==> src/rtl/i2s_tx_pad_ctrl.sv <==
// i2s_tx_pad_ctrl: I2S master transmitter driving the sck/ws/sd pad group with a 1-entry sample buffer
module i2s_tx_pad_ctrl #(
    parameter int DATA_W   = 16,
    parameter int CLKDIV_W = 8
) (
    input  logic                clk,
    input  logic                rst,
    input  logic                en_i,
    input  logic [CLKDIV_W-1:0] clk_div_i,
    input  logic                sample_valid_i,
    output logic                sample_ready_o,
    input  logic [DATA_W-1:0]   sample_l_i,
    input  logic [DATA_W-1:0]   sample_r_i,
    output logic                sck_o,
    output logic                ws_o,
    output logic                sd_o,
    output logic                pad_oen_o,
    output logic                underrun_o,
    output logic                busy_o
);
    localparam int FRAME  = 2 * DATA_W;
    localparam int SLOT_W = $clog2(FRAME);
    typedef enum logic [1:0] {IDLE, START, RUN} state_t;
    state_t              state, state_n;
    logic [CLKDIV_W-1:0] div, div_n, cnt, cnt_n;
    logic [SLOT_W-1:0]   slot, slot_n, nxt;
    logic [FRAME-1:0]    shreg, shreg_n, hold, hold_n;
    logic                full, full_n, sck, sck_n, ws, ws_n, oen, oen_n, ur, ur_n;
    logic                tick, fall, last;
    assign tick           = cnt == div;
    assign fall           = tick && sck;
    assign last           = slot == SLOT_W'(FRAME - 1);
    assign nxt            = slot + 1'b1;
    assign sample_ready_o = !full;
    assign busy_o         = state != IDLE;
    assign sck_o          = sck;
    assign ws_o           = ws;
    assign sd_o           = shreg[FRAME-1];
    assign pad_oen_o      = oen;
    assign underrun_o     = ur;
    always_comb begin
        state_n = state;
        div_n   = div;
        cnt_n   = cnt;
        slot_n  = slot;
        shreg_n = shreg;
        hold_n  = hold;
        full_n  = full;
        sck_n   = sck;
        ws_n    = ws;
        oen_n   = oen;
        ur_n    = 1'b0;
        if (sample_valid_i && !full) begin
            hold_n = {sample_l_i, sample_r_i};
            full_n = 1'b1;
        end
        if (state == IDLE) begin
            if (en_i) begin
                state_n = START;
                div_n   = clk_div_i;
                cnt_n   = '0;
                sck_n   = 1'b0;
                ws_n    = 1'b0;
                shreg_n = '0;
                slot_n  = '0;
                oen_n   = 1'b0;
            end
        end else begin
            cnt_n = tick ? '0 : cnt + 1'b1;
            sck_n = tick ? !sck : sck;
            if (fall) begin
                if (state == RUN && last && !en_i) begin
                    state_n = IDLE;
                    ws_n    = 1'b1;
                    shreg_n = '0;
                    slot_n  = '0;
                    oen_n   = 1'b1;
                end else if (state == START || last) begin
                    // frame load; a same-cycle transfer into an empty buffer is kept for the next frame
                    state_n = RUN;
                    slot_n  = '0;
                    ws_n    = 1'b0;
                    shreg_n = full ? hold : '0;
                    ur_n    = !full;
                    full_n  = full ? 1'b0 : full_n;
                end else begin
                    slot_n  = nxt;
                    shreg_n = {shreg[FRAME-2:0], 1'b0};
                    ws_n    = nxt >= SLOT_W'(DATA_W - 1) && nxt <= SLOT_W'(FRAME - 2);
                end
            end
        end
    end
    always_ff @(posedge clk or posedge rst) begin
        if (rst) begin
            state <= IDLE;
            div   <= '0;
            cnt   <= '0;
            slot  <= '0;
            shreg <= '0;
            hold  <= '0;
            full  <= 1'b0;
            sck   <= 1'b0;
            ws    <= 1'b1;
            oen   <= 1'b1;
            ur    <= 1'b0;
        end else begin
            state <= state_n;
            div   <= div_n;
            cnt   <= cnt_n;
            slot  <= slot_n;
            shreg <= shreg_n;
            hold  <= hold_n;
            full  <= full_n;
            sck   <= sck_n;
            ws    <= ws_n;
            oen   <= oen_n;
            ur    <= ur_n;
        end
    end
endmodule

==> config.mk <==
export PLATFORM = sky130hd
export DESIGN_NAME = i2s_tx_pad_ctrl
export DESIGN_NICKNAME = d
export VERILOG_FILES = /design/src/rtl/i2s_tx_pad_ctrl.sv
export SDC_FILE = /design/constraint.sdc
export NUM_CORES = 1
export LEC_CHECK = 0
export CORE_UTILIZATION = 39
export DETAILED_ROUTE_END_ITERATION = 8
export PLACE_DENSITY = 0.65
export SETUP_SLACK_MARGIN = 0.15
export SYNTH_ARGS = -nofsm -noshare
export SYNTH_HDL_FRONTEND = slang
export SYNTH_SLANG_ARGS = --single-unit
==> constraint.sdc <==
create_clock -name clk -period 2.8 [get_ports clk]
set_clock_uncertainty 0.1 [all_clocks]
set_input_delay 0.42 -clock clk [delete_from_list [all_inputs] [get_ports clk]]
set_output_delay 0.42 -clock clk [all_outputs]
set_load 0.01 [all_outputs]
==> flow_metrics.env <==
export IMPL_critPathMaxStageDelay_ns=0.52
export IMPL_routed_via_count=2690
export IMPL_power_mw=2.46
export IMPL_drt_iter0_markers=103
export IMPL_worstSkewPairLatency_ns=0.37
export IMPL_yosys_cell_types_count=41
export IMPL_post_route_cells_drive_above_1_share_pct=28.4
export IMPL_synth_cells_most_frequent="sky130_fd_sc_hd__dfrtp_1, sky130_fd_sc_hd__mux2_2, sky130_fd_sc_hd__a22o_1"
export IMPL_tightestPinTransition_ns=0.967
export IMPL_yosysWarningCount=0
export IMPL_antenna_cells_inserted=0
export IMPL_setup_viol=0
export IMPL_peakVddDrop_uv=239
export IMPL_post_route_min_period_ns=2.44
export IMPL_initial_utilization_pct=40.5
export IMPL_netlist_area_sq_um=4220
export IMPL_path_class="flop to output port"
export IMPL_area_growth_pct=21.7
export IMPL_cts_hold_fix_buffers=0
export IMPL_avgRoutedWirePerCell_um=15.2
export IMPL_syn_nets=369
export IMPL_share_comb_of_total_power_pct=5.7
export IMPL_postLayoutCellArea_sq_um=5130
export IMPL_kind_of_start_point_of_the_critical_path="flop"
export IMPL_setup_reg_to_reg_worst_slack_ns=0.39
export IMPL_seq_area_frac_synth_pct=54.7
export IMPL_io_pin_count=51
export IMPL_cts_sink_count=92
export IMPL_synth_area_top_cells="sky130_fd_sc_hd__dfrtp_1, sky130_fd_sc_hd__mux2_2, sky130_fd_sc_hd__a22o_1"
export IMPL_clock_power_share_pct=37.0
export IMPL_worst_hold_path_type="flop to flop"
export IMPL_crit_slowest_cell="sky130_fd_sc_hd__clkdlybuf4s50_1"
export IMPL_die_h_um=106
export IMPL_die_width_um=106
export IMPL_power_frac_seq_pct=57.3
export IMPL_status="finished, final reports clean"
export IMPL_clock_fmax_ghz=0.410
export IMPL_drt_vias_per_instance=5.21
export IMPL_cts_setup_buffers=0
export IMPL_floorplan_core_area_sq_um=10400
export IMPL_internal_power_mw=1.91
export IMPL_post_route_period_util_pct=87.1
export IMPL_cp_startpoint="state[0]"
export IMPL_grt_first_pass_wirelength_mm=13.5
export IMPL_synth_top_area_cell="sky130_fd_sc_hd__dfrtp_1"
export IMPL_finalWeightedCongestion=0.787
export IMPL_top_ff_cell_synth="sky130_fd_sc_hd__dfrtp_1"
export IMPL_synth_largest_type_area_fraction_pct=53.4
export IMPL_antenna_found_initial=0
export IMPL_clockBufferDepth=2
export IMPL_ctsRootBufferMaster="sky130_fd_sc_hd__clkbuf_8"
export IMPL_crit_path_cell_trace="nor2_1 > inv_1 > clkdlybuf4s50_1"
export IMPL_static_leakage_power_nw=2.32
export IMPL_nets=424
export IMPL_fraction_of_power_spent_switching_nets_pct=22.3
export IMPL_postSynthRegisterBits=92
export IMPL_antenna_left=0
export IMPL_grt_overflow_total=0
export IMPL_clkSlewWorstSetupHoldPaths_ns=0.09
export IMPL_post_cts_resized_instances=0
export IMPL_synthesis_instances=320
export IMPL_data_arrival_time_of_the_critical_path_ns=1.92
export IMPL_critPathCaptureType="output port"
export IMPL_r2r_end="shreg[19]"
export IMPL_wl_mm=7.85
export IMPL_power_per_cell_area_nw_per_um2=480
export IMPL_drt_pre_antenna_iters=4
export IMPL_clock_tree_htree_level_count=3
export IMPL_fill_cells=923
export IMPL_place_detailed_hpwl_mm=5.32
export IMPL_synth_area_per_cell_sq_um=13.2
export IMPL_grt_start_max_net_pins=93
export IMPL_synth_edf_count=0
export IMPL_postPlaceCellArea_sq_um=4930
export IMPL_slew_limit_headroom_pct=35.5
export IMPL_hold_violations=0
export IMPL_reg2reg_from="slot[0]"
export IMPL_die_area_sq_um=11200
export IMPL_max_cap_violations=0
export IMPL_timing_critical_path_fanout_max=7
export IMPL_rsz0062_at_grt="false"
export IMPL_crit_end="busy_o"
export IMPL_drcViolationCount=0
export IMPL_track_usage_pct=15.3
export IMPL_power_switching_uw=550
export IMPL_worst_endpoint_required_ns=2.28
export IMPL_number_of_global_route_vias_before_repair=2779
export IMPL_post_route_setup_tns_ns=0
export IMPL_timing_reg2reg_worst_path_depth=8
export IMPL_tritoncts="done"
export IMPL_port_buffers=50
export IMPL_numCtsBuffers=9
export IMPL_share_of_flip_flops_with_an_asynchronous_set_or_reset_pct=100
export IMPL_placementRows=37
export IMPL_finalMaxSlewViolations=0
export IMPL_synthMostInstantiatedCell="sky130_fd_sc_hd__dfrtp_1"
==> per-stage QoR <==
stage | utilization [%] | hold WS, ns | std cells | worst slack [ns]
2_1_floorplan | - | 0.369 | 320 | 0.346
3_5_place_dp | 47.3 | 0.392 | 500 | 0.204
6_report | 49.3 | 0.408 | 516 | 0.361
3_3_place_gp | 47.3 | 0.383 | 500 | 0.265
4_1_cts | 49.3 | 0.413 | 516 | 0.339
5_1_grt | 49.3 | 0.434 | 516 | 0.198
==> critical path, delay by kind of cell, from the launching register on <==
family / cells / cell delay, ns
simple gates: 1 / 0.39
flops: 1 / 0.44
buf+inv: 2 / 0.73
==> power by group through the flow <==
| stage | logic (mW) | clock network [mW] | registers [mW] |
|---|---|---|---|
| detailed placement | 0.143 | 0 | 1.44 |
| global placement | 0.139 | 0 | 1.44 |
| floorplan | 0.0660 | 0 | 1.43 |
| finish | 0.140 | 0.910 | 1.41 |
| CTS | 0.144 | 0.933 | 1.41 |
| global route | 0.155 | 0.999 | 1.42 |
==> how the worst min path moves through the flow <==
stage / from / endpoint / slack, ns / cells after the start
final: shreg[0] / shreg[0] / 0.41 / 2
after global routing: hold[7] / hold[7] / 0.43 / 1
after CTS: slot[4] / slot[4] / 0.41 / 1
after detailed placement: slot[4] / slot[4] / 0.39 / 1
after global placement: slot[4] / slot[4] / 0.38 / 1
after floorplan: shreg[0] / shreg[0] / 0.37 / 2
==> cells by family after synthesis <==
kind of cell	synth area share (%)
buffers and inverters	2.52
multiplexers	20.4
flip-flops	54.7
XOR/XNOR	1.87
AO/OA/AOI/OAI	12.3
adder cells (fa/ha/maj)	1.48
AND/OR/NAND/NOR	6.77
==> cell usage in the layout (no fill, tap or decap), types with 2 or more instances in the layout <==
cell	n
sky130_fd_sc_hd__a21o_1	3
sky130_fd_sc_hd__a21oi_1	7
sky130_fd_sc_hd__a22o_1	34
sky130_fd_sc_hd__a31oi_1	4
sky130_fd_sc_hd__a32o_1	2
sky130_fd_sc_hd__and3_1	3
sky130_fd_sc_hd__buf_12	2
sky130_fd_sc_hd__buf_4	8
sky130_fd_sc_hd__clkbuf_8	10
sky130_fd_sc_hd__clkdlybuf4s50_1	50
sky130_fd_sc_hd__clkinvlp_4	4
sky130_fd_sc_hd__dfrtp_1	90
sky130_fd_sc_hd__dfstp_2	2
sky130_fd_sc_hd__ha_1	5
sky130_fd_sc_hd__inv_1	5
sky130_fd_sc_hd__mux2_2	59
sky130_fd_sc_hd__mux2_4	13
sky130_fd_sc_hd__nand2_1	10
sky130_fd_sc_hd__nand2b_1	4
sky130_fd_sc_hd__nand3_1	11
sky130_fd_sc_hd__nor2_1	10
sky130_fd_sc_hd__nor2b_1	2
sky130_fd_sc_hd__nor3_1	2
sky130_fd_sc_hd__nor4_2	2
sky130_fd_sc_hd__o21ai_0	7
sky130_fd_sc_hd__xor2_1	9
==> state kept, by name, indices dropped and copies added (netlist names) <==
register,count
hold,32
shreg,32
cnt,8
div,8
slot,5
state,2
full,1
pad_oen_o,1
sck_o,1
underrun_o,1
ws_o,1
==> routing by layer <==
layer  track usage, %  wire [um]  up-vias  share of wire [%]
met5                0          0        -                  0
met4             7.44        176        0                2.2
met3             3.49        270       15                3.4
met2             23.0       3530       42                 45
met1             21.0       3870     1343                 49
li1                 -          -     1290                  -
==> final cells by class <==
type | count | area, sq um | share of cell area, %
multi-input combinational | 206 | 1830 | 35.6
inverter | 6 | 26.3 | 0.512
clock buffer | 11 | 141 | 2.75
tap | 136 | 170 | 3.32
timing repair buffer | 60 | 601 | 11.7
sequential | 92 | 2300 | 44.9
clock inverter | 5 | 61.3 | 1.19
Note: power is estimated with default switching activity, not from simulation.
